File: src/rtl/hazard_scoreboard.sv
// Per-register RAW/ECALL hazard scoreboard that sits beside the ID stage.
// Each architectural register has a countdown of the cycles left before its
// in-flight result can be forwarded. ECALL reads its argument register straight
// from the register file, so that one register also has a write-back countdown.

// One countdown per register. A load from the decoder takes priority over the
// decrement. The count stops at zero and freezes while the pipeline is held.
module hazard_cnt #(
    parameter int LAT_W = 3
) (
    input  logic             clk,
    input  logic             reset,
    input  logic             hold,
    input  logic             load,
    input  logic [LAT_W-1:0] lat,
    output logic [LAT_W-1:0] cnt
);

    // Load the new latency on issue; otherwise count down toward zero.
    always_ff @(posedge clk or negedge reset) begin
        if (!reset) begin
            cnt <= '0;
        end else if (!hold) begin
            if (load) begin
                cnt <= lat;
            end else if (cnt != '0) begin
                cnt <= cnt - LAT_W'(1);
            end
        end
    end

endmodule

module hazard_scoreboard #(
    parameter int NUM_REGS  = 32,
    parameter int ADDR_W    = 5,
    parameter int LAT_W     = 3,
    parameter int ECALL_REG = 17,
    parameter int CNT_W     = 32
) (
    input  logic              clk,
    input  logic              reset,
    input  logic              id_valid,
    input  logic [ADDR_W-1:0] id_rs1,
    input  logic [ADDR_W-1:0] id_rs2,
    input  logic              id_use_rs1,
    input  logic              id_use_rs2,
    input  logic              id_is_ecall,
    input  logic              id_reg_write,
    input  logic [ADDR_W-1:0] id_rd,
    input  logic [LAT_W-1:0]  id_fwd_lat,
    input  logic [LAT_W-1:0]  id_wb_lat,
    input  logic              flush,
    input  logic              hold,
    output logic              is_stall,
    output logic [1:0]        stall_cause,
    output logic [CNT_W-1:0]  stall_cycles
);

    // Entry 0 is x0 and always reads as zero.
    logic [NUM_REGS-1:0][LAT_W-1:0] fwd_cnt;
    logic [LAT_W-1:0]               ecall_wb_cnt;
    logic [LAT_W-1:0]               rs1_cnt;
    logic [LAT_W-1:0]               rs2_cnt;
    logic                           data_haz;
    logic                           ecall_haz;
    logic                           issue;
    logic                           ecall_load;

    assign fwd_cnt[0] = '0;

    // One forwarding countdown per tracked register, x1..NUM_REGS-1.
    // Decoding id_rd against the register index also drops writes to x0 and
    // to any out-of-range rd, because those match no instance.
    for (genvar g = 1; g < NUM_REGS; g++) begin : g_reg
        logic sel;
        assign sel = issue & id_reg_write & (id_rd == ADDR_W'(g));
        hazard_cnt #(.LAT_W(LAT_W)) u_fwd (
            .clk   (clk),
            .reset (reset),
            .hold  (hold),
            .load  (sel),
            .lat   (id_fwd_lat),
            .cnt   (fwd_cnt[g])
        );
    end

    // The write-back countdown matters only to consumers that skip the
    // forwarding network. ECALL is the only such consumer, so only its
    // argument register keeps a write-back count.
    assign ecall_load = issue & id_reg_write & (id_rd == ADDR_W'(ECALL_REG));

    hazard_cnt #(.LAT_W(LAT_W)) u_ecall_wb (
        .clk   (clk),
        .reset (reset),
        .hold  (hold),
        .load  (ecall_load),
        .lat   (id_wb_lat),
        .cnt   (ecall_wb_cnt)
    );

    // Look up the source counts. A source index with no matching register
    // (x0, or an index >= NUM_REGS) reads as zero.
    always_comb begin
        rs1_cnt = '0;
        rs2_cnt = '0;
        for (int r = 0; r < NUM_REGS; r++) begin
            if (id_rs1 == ADDR_W'(r)) rs1_cnt = fwd_cnt[r];
            if (id_rs2 == ADDR_W'(r)) rs2_cnt = fwd_cnt[r];
        end
    end

    // The hazard terms use the counts from before this edge. A self-dependent
    // instruction therefore checks the older producer first and then loads
    // its own count.
    assign data_haz  = id_valid & ((id_use_rs1 & (rs1_cnt != '0)) |
                                   (id_use_rs2 & (rs2_cnt != '0)));
    assign ecall_haz = id_valid & id_is_ecall & (ecall_wb_cnt != '0);

    // A flushed instruction never stalls and never issues. Older producers
    // keep counting down, because they are still in flight.
    assign is_stall    = (data_haz | ecall_haz) & ~flush;
    assign stall_cause = {ecall_haz & ~flush, data_haz & ~flush};
    assign issue       = id_valid & ~is_stall & ~flush & ~hold;

    // Count the stalled cycles, excluding held cycles. The counter saturates
    // instead of wrapping, and only reset clears it.
    always_ff @(posedge clk or negedge reset) begin
        if (!reset) begin
            stall_cycles <= '0;
        end else if (is_stall && !hold && (stall_cycles != '1)) begin
            stall_cycles <= stall_cycles + CNT_W'(1);
        end
    end

endmodule

File: config.mk
export PLATFORM = sky130hd
export DESIGN_NAME = hazard_scoreboard
export DESIGN_NICKNAME = d
export VERILOG_FILES = /design/src/rtl/hazard_scoreboard.sv
export SDC_FILE = /design/constraint.sdc
export NUM_CORES = 1
export LEC_CHECK = 0
export ABC_AREA = 1
export BUFFER_PORTS_ARGS = -buffer_cell sky130_fd_sc_hd__buf_2
export CORE_UTILIZATION = 50
export CTS_CLUSTER_SIZE = 20
export DETAILED_ROUTE_END_ITERATION = 6
export GPL_TIMING_DRIVEN = 0
export PLACE_DENSITY = 0.74
export SLEW_MARGIN = 5
export SYNTH_ARGS = -nofsm -noshare
export SYNTH_HDL_FRONTEND = slang
export SYNTH_HIERARCHICAL = 1
export SYNTH_SLANG_ARGS = --single-unit
File: constraint.sdc
create_clock -name clk -period 7.7 [get_ports clk]
set_clock_uncertainty 0.2 [all_clocks]
set_input_delay 0.385 -clock clk [delete_from_list [all_inputs] [get_ports clk]]
set_output_delay 0.385 -clock clk [all_outputs]
set_load 0.1 [all_outputs]
**Word level (Yosys, flattened, before mapping)**

Index checks and enable logic that the tools add are counted.

- Flip-flop bits (word level): 128
- Bits of input ports: 30
- Output and inout port bits: 35

- Add/subtract/negate cells: 33
- Eq/ne operators: 94
- Mux-type cells: 126
- Bitwise gates (word level): 48
- Reductions and logical operators: 101

Operators with widths:

| kind | number |
|---|---|
| 3-bit 2-to-1 mux | 126 |
| 5-bit equality test, second input constant | 48 |
| 5-bit by 4-bit equality test with 1-bit output, second input constant | 24 |
| 3-bit nonzero test | 34 |
| 3-bit by 1-bit subtractor with 3-bit output, second input constant | 32 |
| 2-bit AND reduction | 32 |
| 2-bit nonzero test | 32 |
| 5-bit by 3-bit equality test with 1-bit output, second input constant | 12 |
| 1-bit AND | 43 |
| 32-bit by 1-bit adder with 32-bit output, second input constant | 1 |
| 32-bit inequality test, second input constant | 1 |
| 5-bit by 2-bit equality test with 1-bit output, second input constant | 6 |
| 5-bit by 1-bit equality test with 1-bit output, second input constant | 3 |
| 1-bit NOT | 3 |
| 1-bit logical AND | 2 |
| 1-bit bitwise OR | 2 |
| 1-bit zero test | 1 |

**Depth between registers and ports, before layout**

Gate-level depths: netlist of the first run.

- Word-level depth: 46
- Mapped depth: 40

**By module**

The synthesis of the first run kept the hierarchy.

By module, submodules not included:

| module | instances | cells an instance | area each (um^2) |
|---|---|---|---|
| hazard_cnt | 32 | 30 | 227.7 |
| hazard_scoreboard | 1 | 830 | 4294.1 |

**Worst setup path before layout of the first run**

Ideal clock, no wire load.

- Kind: input port to flip-flop
- From: input port id_valid
- To: register stall_cycles[24]
- Library setup time: 0.120 ns
- Data arrival time: 3.509 ns
- Data required time: 7.380 ns
- Setup slack: 3.871 ns
- Stages: 11
- Path buffers: 2
- Cells stage by stage: inv_1 > nor2_1 > nand2_1 > nor2_1 > inv_1 > nand2_1 > nand2_1 > buf_4 > buf_6 > nand2_1 > nand2_1

- Cells in the longest elaborated chain, start to end: 6
- Elaborated cells between the ends (all ways): 7

Ends and longest elaborated chain:

| item | RTL line | text |
|---|---|---|
| start: declaration | 43 | `input logic id_valid,` |
| 1-bit AND (2 in a row) | 118 | `assign ecall_haz = id_valid & id_is_ecall & (ecall_wb_cnt != '0);` |
| 1-bit bitwise OR * | 122 | `assign is_stall = (data_haz \| ecall_haz) & ~flush;` |
| 1-bit AND * | 122 |  |
| named net is_stall | 55 | `output logic is_stall,` |
| 1-bit logical AND * (2 in a row) | 131 | `end else if (is_stall && !hold && (stall_cycles != '1)) begin` |
| end signal: assignment | 132 | `stall_cycles <= stall_cycles + CNT_W'(1);` |
| end: declaration | 57 | `output logic [CNT_W-1:0] stall_cycles` |

Mark *: on every way through the listed nets, which the timed path passes. The rest lies on a longest branch.
A chain may end at the register's enable or synchronous reset.

**Worst setup path after layout of the first run**

- From: input port id_rs1[4]
- To: register g_reg[24].u_fwd.cnt[1]

- Cells in the longest elaborated chain, start to end: 46
- Elaborated cells between the ends (all ways): 77

Ends and longest elaborated chain:

| item | RTL line | text |
|---|---|---|
| start: declaration | 44 | `input logic [ADDR_W-1:0] id_rs1,` |
| 5-bit by 1-bit equality test with 1-bit output | 108 | `if (id_rs1 == ADDR_W'(r)) rs1_cnt = fwd_cnt[r];` |
| 3-bit 2-to-1 mux (30 in a row) | 108 |  |
| 3-bit 2-to-1 mux * | 108 |  |
| 3-bit nonzero test * | 116 | `assign data_haz = id_valid & ((id_use_rs1 & (rs1_cnt != '0)) \|` |
| 1-bit AND * | 116 |  |
| 1-bit bitwise OR * | 116 |  |
| 1-bit AND * | 116 |  |
| 1-bit bitwise OR * | 122 |  |
| 1-bit AND * | 122 |  |
| 1-bit NOT * | 124 | `assign issue = id_valid & ~is_stall & ~flush & ~hold;` |
| 1-bit AND * (3 in a row) | 124 |  |
| 1-bit AND * (2 in a row) | 77 | `assign sel = issue & id_reg_write & (id_rd == ADDR_W'(g));` |
| named net g_reg[24].sel | 76 | `logic sel;` |
| 2-bit nonzero test (no source line) | n/a |  |
| 2-bit AND reduction (no source line) | n/a |  |
| end signal: assignment | 25 | `cnt <= lat;` |
| end signal: assignment | 27 | `cnt <= cnt - LAT_W'(1);` |
| end: declaration | 16 | `output logic [LAT_W-1:0] cnt` |

Marks and branches as above.

==> flow_metrics.env, run 1 <==
export IMPL_status="complete, no violations"
export IMPL_top_level_ports=65
export IMPL_min_from="id_wb_lat[0]"
export IMPL_grtUsageMet3_pct=3.03
export IMPL_yosys_area_top_type="dfrtp_1"
export IMPL_grt_ovfl_total=0
export IMPL_grt_max_degree=72
export IMPL_slew_headroom_pct=45.4
export IMPL_start_util_pct=51.0
export IMPL_synthDistinctLibCells=39
export IMPL_cts_root_buf="clkbuf_16"
export IMPL_p_total_uw=4300
export IMPL_wl_um=30900
export IMPL_clk_pin_slew_worst_paths_ns=0.06
export IMPL_tightest_slew_ns=0.819
export IMPL_netlist_instances=1790
export IMPL_final_layout_size_suffix_gt1_share_pct=20.0
export IMPL_fmax_mhz=216
export IMPL_tns_ns=0
export IMPL_syn_nets=1885
export IMPL_synth_area_top_cells="dfrtp_1 28%, nand2_1 20%, ha_1 7.0%, inv_1 7.0%, nor2_1 5.1%"
export IMPL_coreArea_um2=22700
export IMPL_grt_pass1_wl_um=51900
export IMPL_synthToLayoutAreaGrowth_pct=11.4
export IMPL_drv_cap=0
export IMPL_hold_path_class="primary input to flop"
export IMPL_layout_commonest_cell="nand2_1"
export IMPL_synth_top_area_share_pct=27.7
export IMPL_vias=11300
export IMPL_powerDensity_nw_per_um2=333
export IMPL_die_width_um=154
export IMPL_yosysWarnings=6
export IMPL_die_y_um=154
export IMPL_grt_pass1_vias=10600
export IMPL_reg2reg_from="g_reg[1].u_fwd/cnt[2]"
export IMPL_cts_tree="yes"
export IMPL_ant_nets=0
export IMPL_cts_max_level=4
export IMPL_critPathBufInv=4
export IMPL_slowest_delay_ns=0.75
export IMPL_clk_latency_ns=0.44
export IMPL_detail_route_vias_per_cell=5.20
export IMPL_clock_sinks=128
export IMPL_cp_common_cell="nand2_1"
export IMPL_synth_ff_type="dfrtp_1"
export IMPL_cts_buffers=17
export IMPL_grt_usage_pct=27.1
export IMPL_hpwl_um=23600
export IMPL_drt_pass1_iter_count=5
export IMPL_yosysSeqAreaShare_pct=27.7
export IMPL_fin_crit_sh_pct=60.3
export IMPL_rsz0062_at_grt="false"
export IMPL_finalHoldViolCount=0
export IMPL_crit_slowest_cell="nor3_1"
export IMPL_globalplace_congestion=0.994
export IMPL_rows=55
export IMPL_drc=0
export IMPL_use_met2_pct=45.9
export IMPL_clock_path_buffers=2
export IMPL_avgRoutedWirePerCell_um=14.2
export IMPL_cp_end_kind="flop"
export IMPL_async_flop_share_pct=100
export IMPL_leakagePower_uw=0.00677
export IMPL_fin_nets=1970
export IMPL_synth_edf_count=0
export IMPL_ys_ff_latch=128
export IMPL_antenna_found_initial=1
export IMPL_top_usage_layer="met2"
export IMPL_cp_top_family="simple AND/OR/NAND/NOR gates"
export IMPL_final_min_clock_period_ns=4.64
export IMPL_synth_cell_area_um2=11600
export IMPL_io_buffers=63
export IMPL_syn_avg_cell_area_um2=6.47
export IMPL_initialDrtViolationCount=824
export IMPL_die_area_um2=23800
export IMPL_slew_violations=0
export IMPL_arrival_ns=4.79
export IMPL_critPathRequiredTime_ns=7.85
export IMPL_criticalPathCategory="primary input to flop"
export IMPL_setup_viol_count_final=0
export IMPL_postCtsSetupRepairBufs=0
export IMPL_grt_use_met1_pct=36.4
export IMPL_cp_max_fo=10
export IMPL_crit_start="id_rs1[4]"
export IMPL_start_kind="primary input"
export IMPL_ir_worst_vdd_mv=0.293
export IMPL_final_cell_mix="621 x nand2_1, 215 x inv_1, 158 x nor2_1, 134 x inv_2, 128 x dfrtp_1"
[flip-flops by register name (all words and copies together) (netlist names)]
signal          cells
g.u_fwd/cnt        93
stall_cycles       32
u_ecall_wb/cnt      3
[final cells by class]
| cell class | count | area (um2) |
|---|---|---|
| fill | 2227 | 9810 |
| multi-input combinational | 1299 | 6990 |
| sequential | 128 | 3200 |
| inverter | 350 | 1310 |
| clock buffer | 18 | 439 |
| timing repair buffer | 66 | 382 |
| tap | 285 | 357 |
| clock inverter | 14 | 143 |
| buffer | 13 | 78.8 |
| antenna | 1 | 2.50 |
[through the flow]
step	area [um2]	util [%]	worst slack [ns]	hold slack, ns	cells
floorplan	11600	-	3.87	-0.111	1790
global placement	12300	54.0	2.75	0.300	2138
detailed placement	12300	54.2	2.74	0.211	2140
CTS	12900	56.8	3.16	0.0163	2173
global route	12900	56.8	2.62	0.0435	2174
finish	12900	56.8	3.06	0.0249	2174
[final timing paths]
| kind | to | slack (ns) | cells past startpoint |
|---|---|---|---|
| setup / recovery | g_reg[24].u_fwd/cnt[1] | 3.06 | 31 |
| hold / removal | u_ecall_wb/cnt[0] | 0.02 | 3 |
| setup reg to reg | g_reg[24].u_fwd/cnt[1] | 3.13 | 27 |
| hold reg to reg | g_reg[18].u_fwd/cnt[1] | 0.32 | 2 |
| max in group asynchronous | stall_cycles[3] | 6.22 | 3 |
| min in group asynchronous | g_reg[7].u_fwd/cnt[2] | 0.29 | 2 |
[worst reg2reg max path, delay by kind of cell (launching register included)]
family | cells | cell delay [ns]
flops | 1 | 0.45
buf+inv | 1 | 0.16
simple gates | 23 | 3.28
compound gates | 3 | 0.43
[per-layer routing]
layer,routed length (um),vias up
met5,0,-
met4,527,0
met3,1610,39
met2,14600,345
met1,14200,5225
li1,-,5691
[cells by family (layout without fill, tap and decap cells)]
family                   count (synthesis)  after routing  synth area share, %
other                                    0              1                    0
XOR/XNOR                                29             29                 2.19
buffers and inverters                  363            461                 12.0
flip-flops                             128            128                 27.7
AND/OR/NAND/NOR                       1027           1027                 42.2
adder cells (fa/ha/maj)                 65             65                 7.02
AO/OA/AOI/OAI                          178            178                 8.93
[synth_stat cells, types with 3 or more instances]
cell type    n
buf_2        3
nand2_1    621
nand4_1     33
nor2_1     158
nor4_1       7
inv_2      134
nand2_2     34
xor2_1      21
clkbuf_1     5
xnor2_1      8
o21ai_0     16
a31oi_1      3
nor3_1      39
buf_6        3
o21ai_1     71
ha_1        65
a21oi_1     48
dfrtp_1    128
o22ai_1      3
inv_1      215
nand2_4     32
or2_2        5
nand3_1     60
o21ai_2     32
nand3_4     32
[power breakdown]
group / internal [uW] / switching, uW / total (uW)
Combinational: 841 / 1350 / 2190
Clock: 463 / 353 / 816
Sequential: 940 / 350 / 1290
[timing repair]
item,in CTS,in global routing
hold endpoints to repair,57,0
hold buffers,1,0
resized for setup,0,0
No activity file was read; power rests on OpenSTA's default activity.
==> run 2: changes to the inputs <==
PLACE_DENSITY = 0.77   (was 0.74)
clock period = 4.2 ns   (was 7.7 ns; I/O delays follow)
==> run 2 against run 1 <==
  * Non-clock buffer count is 20 higher
  * Sequential power increased by 84%
  * Total power up 84%
  * Worst hold slack worse by 0.016 ns
  * Critical path depth grew 4
  * Count of clock-buffer cells in the layout unchanged
  * Worst setup slack got worse by 2.8 ns
  * Core utilization is 1.9 points higher
  * Final cell count up 0.97%
  * Die area unchanged
  * Combinational power up 87%
  * Sequential cell count unchanged
==> flow_metrics.env, run 2 (same netlist as run 1, synthesis figures left out) <==
export IMPL_status="complete, no violations"
export IMPL_slew_violations=0
export IMPL_clock_sinks=128
export IMPL_finalHoldViolCount=0
export IMPL_fin_nets=1990
export IMPL_wl_um=31500
export IMPL_clk_pin_slew_worst_paths_ns=0.07
export IMPL_fmax_mhz=252
export IMPL_hold_path_class="primary input to flop"
export IMPL_final_area_um2=13300
export IMPL_arrival_ns=4.09
export IMPL_cts_max_level=4
export IMPL_pre_cts_ws_ns=-0.535
export IMPL_ant_nets=0
export IMPL_cp_end_kind="flop"
export IMPL_initialDrtViolationCount=978
export IMPL_reg2reg_slack_ns=0.23
export IMPL_vias=11500
export IMPL_crit_slowest_cell="dfrtp_1"
export IMPL_tightest_slew_ns=0.861
export IMPL_fin_crit_sh_pct=94.5
export IMPL_powerDensity_nw_per_um2=592
export IMPL_critPathRequiredTime_ns=4.32
export IMPL_synthToLayoutAreaGrowth_pct=15.1
export IMPL_crit_end="g_reg[24].u_fwd/cnt[1]"
export IMPL_criticalPathCategory="flop to flop"
export IMPL_cts_root_buf="clkbuf_16"
export IMPL_coreArea_um2=22700
export IMPL_setup_viol_count_final=0
export IMPL_worstReg2RegEnd="g_reg[24].u_fwd/cnt[1]"
export IMPL_leakagePower_uw=0.00692
export IMPL_seq_area_um2=3200
export IMPL_final_min_clock_period_ns=3.97
export IMPL_globalplace_congestion=1.00
export IMPL_rows=55
export IMPL_rsz0062_at_grt="true"
export IMPL_avgRoutedWirePerCell_um=14.3
export IMPL_r2r_cells=35
export IMPL_drv_cap=0
export IMPL_grt_ovfl_total=0
export IMPL_grt_pass1_wl_um=51800
export IMPL_clk_latency_ns=0.44
export IMPL_die_area_um2=23800
export IMPL_clock_path_buffers=2
export IMPL_die_y_um=154
export IMPL_slew_headroom_pct=42.6
export IMPL_p_total_uw=7900
export IMPL_die_width_um=154
export IMPL_timing_final_ws_setup_ns=0.229
export IMPL_top_level_ports=65
export IMPL_io_buffers=63
export IMPL_dp_cells=2140
export IMPL_reg2reg_from="g_reg[1].u_fwd/cnt[1]"
export IMPL_crit_start="g_reg[1].u_fwd/cnt[1]"
export IMPL_largest_reg_flops=93
export IMPL_start_util_pct=51.0
export IMPL_layout_commonest_cell="nand2_1"
export IMPL_grt_max_degree=70
export IMPL_ir_worst_vdd_mv=0.411
export IMPL_num_fill_cells=2116
export IMPL_start_kind="flop"
export IMPL_cp_common_cell="nand2_1"
export IMPL_placed_cell_area_um2=12300
export IMPL_regMostFlops="g.u_fwd/cnt"
export IMPL_grt_pass1_vias=10800
export IMPL_tns_ns=0
export IMPL_reg_top3="g.u_fwd/cnt x93, stall_cycles x32, u_ecall_wb/cnt x3"
export IMPL_detail_route_vias_per_cell=5.23
export IMPL_final_cell_count_no_fill=2195
export IMPL_grt_usage_pct=27.1
export IMPL_final_layout_size_suffix_gt1_share_pct=22.9
export IMPL_min_from="hold"
export IMPL_antenna_found_initial=2
export IMPL_cp_max_fo=6
export IMPL_slowest_delay_ns=0.42
export IMPL_final_cell_mix="616 x nand2_1, 215 x inv_1, 134 x inv_2, 133 x nor2_1, 128 x dfrtp_1"
export IMPL_hpwl_um=23500
export IMPL_multiInputGateArea_um2=7250
export IMPL_drc=0
export IMPL_drt_pass1_iter_count=5
export IMPL_cts_tree="yes"
export IMPL_cts_buffers=17
-- run 2: where the power goes --
group          internal (uW)  total (uW)  switching, uW
Sequential              1720        2370            647
Clock                    774        1440            664
Combinational           1590        4090           2500
Total                   4090        7900           3810
-- run 2: critical path, delay by kind of cell, from the launching register on --
kind / cells / cell delay, ns
AO/OA/AOI/OAI: 2 / 0.14
flip-flops: 1 / 0.42
AND/OR/NAND/NOR: 29 / 2.50
buffers and inverters: 4 / 0.56
-- run 2: routing by layer --
layer | vias up | part of all wire [%] | track usage (%)
met5 | - | 0 | 0
met1 | 5315 | 45 | 35.6
met2 | 360 | 47 | 45.5
met3 | 64 | 5.6 | 3.89
met4 | 0 | 2.7 | 9.38
li1 | 5731 | - | -
-- run 2: cell type report --
| class | instances | area share (%) |
|---|---|---|
| timing repair buffer | 86 | 4.21 |
| antenna | 2 | 0.0375 |
| clock inverter | 14 | 0.910 |
| sequential | 128 | 24.0 |
| multi-input combinational | 1299 | 54.4 |
| buffer | 13 | 0.676 |
| inverter | 350 | 9.88 |
| clock buffer | 18 | 3.22 |
| tap | 285 | 2.67 |
-- run 2: worst min-delay path by stage --
stage	endpoint	slack (ns)	depth (start not counted)
2_1_floorplan	g_reg[10].u_fwd/cnt[0]	-0.29	0
3_3_place_gp	u_ecall_wb/cnt[0]	0.27	3
3_5_place_dp	g_reg[4].u_fwd/cnt[2]	0.03	1
4_1_cts	g_reg[5].u_fwd/cnt[2]	0.01	3
5_1_grt	g_reg[5].u_fwd/cnt[2]	0.04	3
6_report	g_reg[5].u_fwd/cnt[2]	0.009	3
-- run 2: what timing repair did --
item / 4_1_cts / 5_1_grt
hold buffers: 4 / 0
pin swaps: 0 / 15
buffers inserted: 2 / 15
setup endpoints to repair: 63 / 98
resized for setup: 21 / 60
endpoints found under the hold margin: 62 / 0
-- run 2: stage by stage --
stage | hold slack, ns | util, %
2_1_floorplan | -0.286 | -
3_3_place_gp | 0.274 | 54.0
3_5_place_dp | 0.0274 | 54.2
4_1_cts | 0.0128 | 57.1
5_1_grt | 0.0371 | 58.7
6_report | 0.00904 | 58.7
==> run 3: changes to the inputs <==
HOLD_SLACK_MARGIN = 0.02   (was unset)
SYNTH_HIERARCHICAL = unset   (was 1)
==> run 3 against run 2 <==
  * Final area shrank 0.64%
  * Combinational power increased by 4.9%
  * Worst hold slack gained 0.060 ns
  * The flow now finishes with violations (DRC)
  * Largest power group unchanged
  * Total power grew 3.7%
  * Area after synthesis is 1.5% higher
  * Sequential share of layout area is 0.15 points higher
  * Critical path depth shrank 9
  * Worst setup slack lost 0.090 ns
  * Sequential cell count is the same
  * Final cell count up 5.9%
==> flow_metrics.env, run 3 <==
export IMPL_status="finished with violations"
export IMPL_violations="DRC"
export IMPL_top_level_ports=65
export IMPL_final_min_clock_period_ns=4.06
export IMPL_grt_pass1_wl_um=66500
export IMPL_drv_cap=0
export IMPL_tightest_slew_ns=1.09
export IMPL_synth_cell_area_um2=11800
export IMPL_fmax_mhz=246
export IMPL_avgRoutedWirePerCell_um=18.4
export IMPL_detail_route_vias_per_cell=5.55
export IMPL_die_width_um=155
export IMPL_initialDrtViolationCount=1307
export IMPL_cts_root_buf="clkbuf_16"
export IMPL_hpwl_um=33100
export IMPL_num_fill_cells=2321
export IMPL_regMostFlops="g.u_fwd.cnt"
export IMPL_critPathRequiredTime_ns=3.79
export IMPL_grt_usage_pct=36.4
export IMPL_coreArea_um2=22800
export IMPL_synth_area_top_cells="dfrtp_1 27%, nand2_1 27%, inv_1 7.9%, nand4_1 7.3%, ha_1 6.9%"
export IMPL_criticalPathCategory="flop to output port"
export IMPL_cts_buffers=17
export IMPL_cp_end_kind="output port"
export IMPL_multiInputGateArea_um2=7340
export IMPL_grt_ovfl_total=0
export IMPL_crit_slowest_cell="dfrtp_1"
export IMPL_arrival_ns=3.65
export IMPL_slew_headroom_pct=27.1
export IMPL_powerDensity_nw_per_um2=618
export IMPL_ys_ff_latch=128
export IMPL_cts_tree="yes"
export IMPL_cp_common_cell="nand2_1"
export IMPL_yosysSeqAreaShare_pct=27.3
export IMPL_io_buffers=63
export IMPL_yosys_area_top_type="dfrtp_1"
export IMPL_cp_top_family="simple AND/OR/NAND/NOR gates"
export IMPL_clk_pin_slew_worst_paths_ns=0.06
export IMPL_vias=12900
export IMPL_die_y_um=155
export IMPL_final_layout_size_suffix_gt1_share_pct=8.95
export IMPL_grt_max_degree=85
export IMPL_rows=55
export IMPL_finalHoldViolCount=0
export IMPL_globalplace_congestion=1.08
export IMPL_synthToLayoutAreaGrowth_pct=12.7
export IMPL_slew_violations=0
export IMPL_die_area_um2=24100
export IMPL_pre_cts_ws_ns=-0.109
export IMPL_slowest_delay_ns=0.45
export IMPL_critPathBufInv=3
export IMPL_hold_path_class="primary input to async pin"
export IMPL_synth_edf_count=0
export IMPL_fin_nets=2094
export IMPL_antenna_found_initial=2
export IMPL_synth_top_cells_by_count="835 x nand2_1, 246 x inv_1, 151 x nor2_1, 138 x nand4_1, 128 x dfrtp_1"
export IMPL_clk_latency_ns=0.44
export IMPL_async_flop_share_pct=100
export IMPL_syn_nets=2002
export IMPL_final_cell_mix="833 x nand2_1, 246 x inv_1, 148 x nor2_1, 138 x nand4_1, 128 x dfrtp_1"
export IMPL_drt_pass1_iter_count=7
export IMPL_seq_area_um2=3200
export IMPL_clock_sinks=128
export IMPL_antennaDiodeCount=0
export IMPL_grt_pass1_vias=12200
export IMPL_ant_nets=0
export IMPL_reg_top3="g.u_fwd.cnt x93, stall_cycles x32, u_ecall_wb.cnt x3"
export IMPL_clock_path_buffers=2
export IMPL_ir_worst_vdd_mv=0.509
export IMPL_largest_reg_flops=93
export IMPL_start_util_pct=51.4
export IMPL_setup_viol_count_final=0
export IMPL_drc=2
export IMPL_cts_max_level=4
export IMPL_cp_max_fo=10
export IMPL_syn_avg_cell_area_um2=6.16
export IMPL_wl_um=42800
export IMPL_tns_ns=0
export IMPL_yosysWarnings=0
export IMPL_synth_ff_type="dfrtp_1"
export IMPL_netlist_instances=1907
export IMPL_timing_final_ws_setup_ns=0.140
export IMPL_layout_commonest_cell="nand2_1"
export IMPL_synthDistinctLibCells=35
export IMPL_leakagePower_uw=0.00783
export IMPL_rsz0062_at_grt="true"
export IMPL_synth_top_area_share_pct=27.3
export IMPL_start_kind="flop"
export IMPL_fin_crit_sh_pct=96.7
export IMPL_yosys_cell_count_top_type="nand2_1"
## run 3: what timing repair did
action,in CTS,in global routing
gates resized for setup,0,26
hold buffers,5,0
endpoints found under the setup margin,0,67
hold endpoints to repair,132,0
buffers inserted,0,3
## run 3: logic make-up (layout without fill, tap and decap cells)
family | after synthesis | after routing | share of synthesized area, %
AOI/OAI and AO/OA | 89 | 89 | 4.07
and+or+nand+nor | 1251 | 1251 | 46.5
xor gates and xnor gates | 61 | 61 | 4.55
adders and majority gates | 65 | 65 | 6.92
buffers and inverters | 313 | 418 | 10.7
DFF | 128 | 128 | 27.3
## run 3: through the flow
step | power [uW] | cells | area (um2) | hold slack [ns] | utilization (%)
2_1_floorplan | 5550 | 1907 | 11800 | -0.286 | -
3_3_place_gp | 6420 | 2283 | 12500 | 0.263 | 54.5
3_5_place_dp | 6540 | 2285 | 12500 | -0.0332 | 54.8
4_1_cts | 8100 | 2322 | 13100 | 0.0806 | 57.5
5_1_grt | 8940 | 2325 | 13300 | 0.108 | 58.0
6_report | 8190 | 2325 | 13300 | 0.0688 | 58.0
## run 3: worst register-to-register path: cells and delay by family, from the launching register on
kind	cells	cell delay (ns)
and+or+nand+nor	26	2.69
DFF	1	0.45
AOI/OAI and AO/OA	1	0.19
buffers and inverters	2	0.39
## run 3: path summary, 6_finish.rpt
path	from	slack (ns)	endpoint	depth (start not counted)
max	g_reg[1].u_fwd.cnt[2]	0.14	stall_cause[0]	26
min	reset	0.07	g_reg[3].u_fwd.cnt[0]	2
max reg2reg	g_reg[1].u_fwd.cnt[2]	0.24	g_reg[26].u_fwd.cnt[0]	29
min reg2reg	g_reg[7].u_fwd.cnt[0]	0.28	g_reg[7].u_fwd.cnt[0]	2
max in group asynchronous	reset	2.95	g_reg[22].u_fwd.cnt[0]	3
min in group clk	id_fwd_lat[2]	0.16	g_reg[17].u_fwd.cnt[2]	5
## run 3: area by class of cell
type | instances | area share [%]
multi-input combinational | 1466 | 55.4
sequential | 128 | 24.2
inverter | 252 | 7.16
timing repair buffer | 73 | 3.43
clock buffer | 18 | 3.31
tap | 313 | 2.96
buffer | 61 | 2.51
clock inverter | 14 | 1.10
## run 3: routing by layer
metal | track usage (%) | wire length, um
met1 | 48.7 | 18300
met2 | 57.4 | 18900
met3 | 6.82 | 3890
met4 | 15.6 | 1660
met5 | 0 | 27
## run 3: power breakdown
part           internal, uW  leakage [uW]  switching, uW
Clock                   852      0.000284            681
Combinational          1420       0.00594           2870
Sequential             1760       0.00160            605
Total                  4030       0.00783           4160
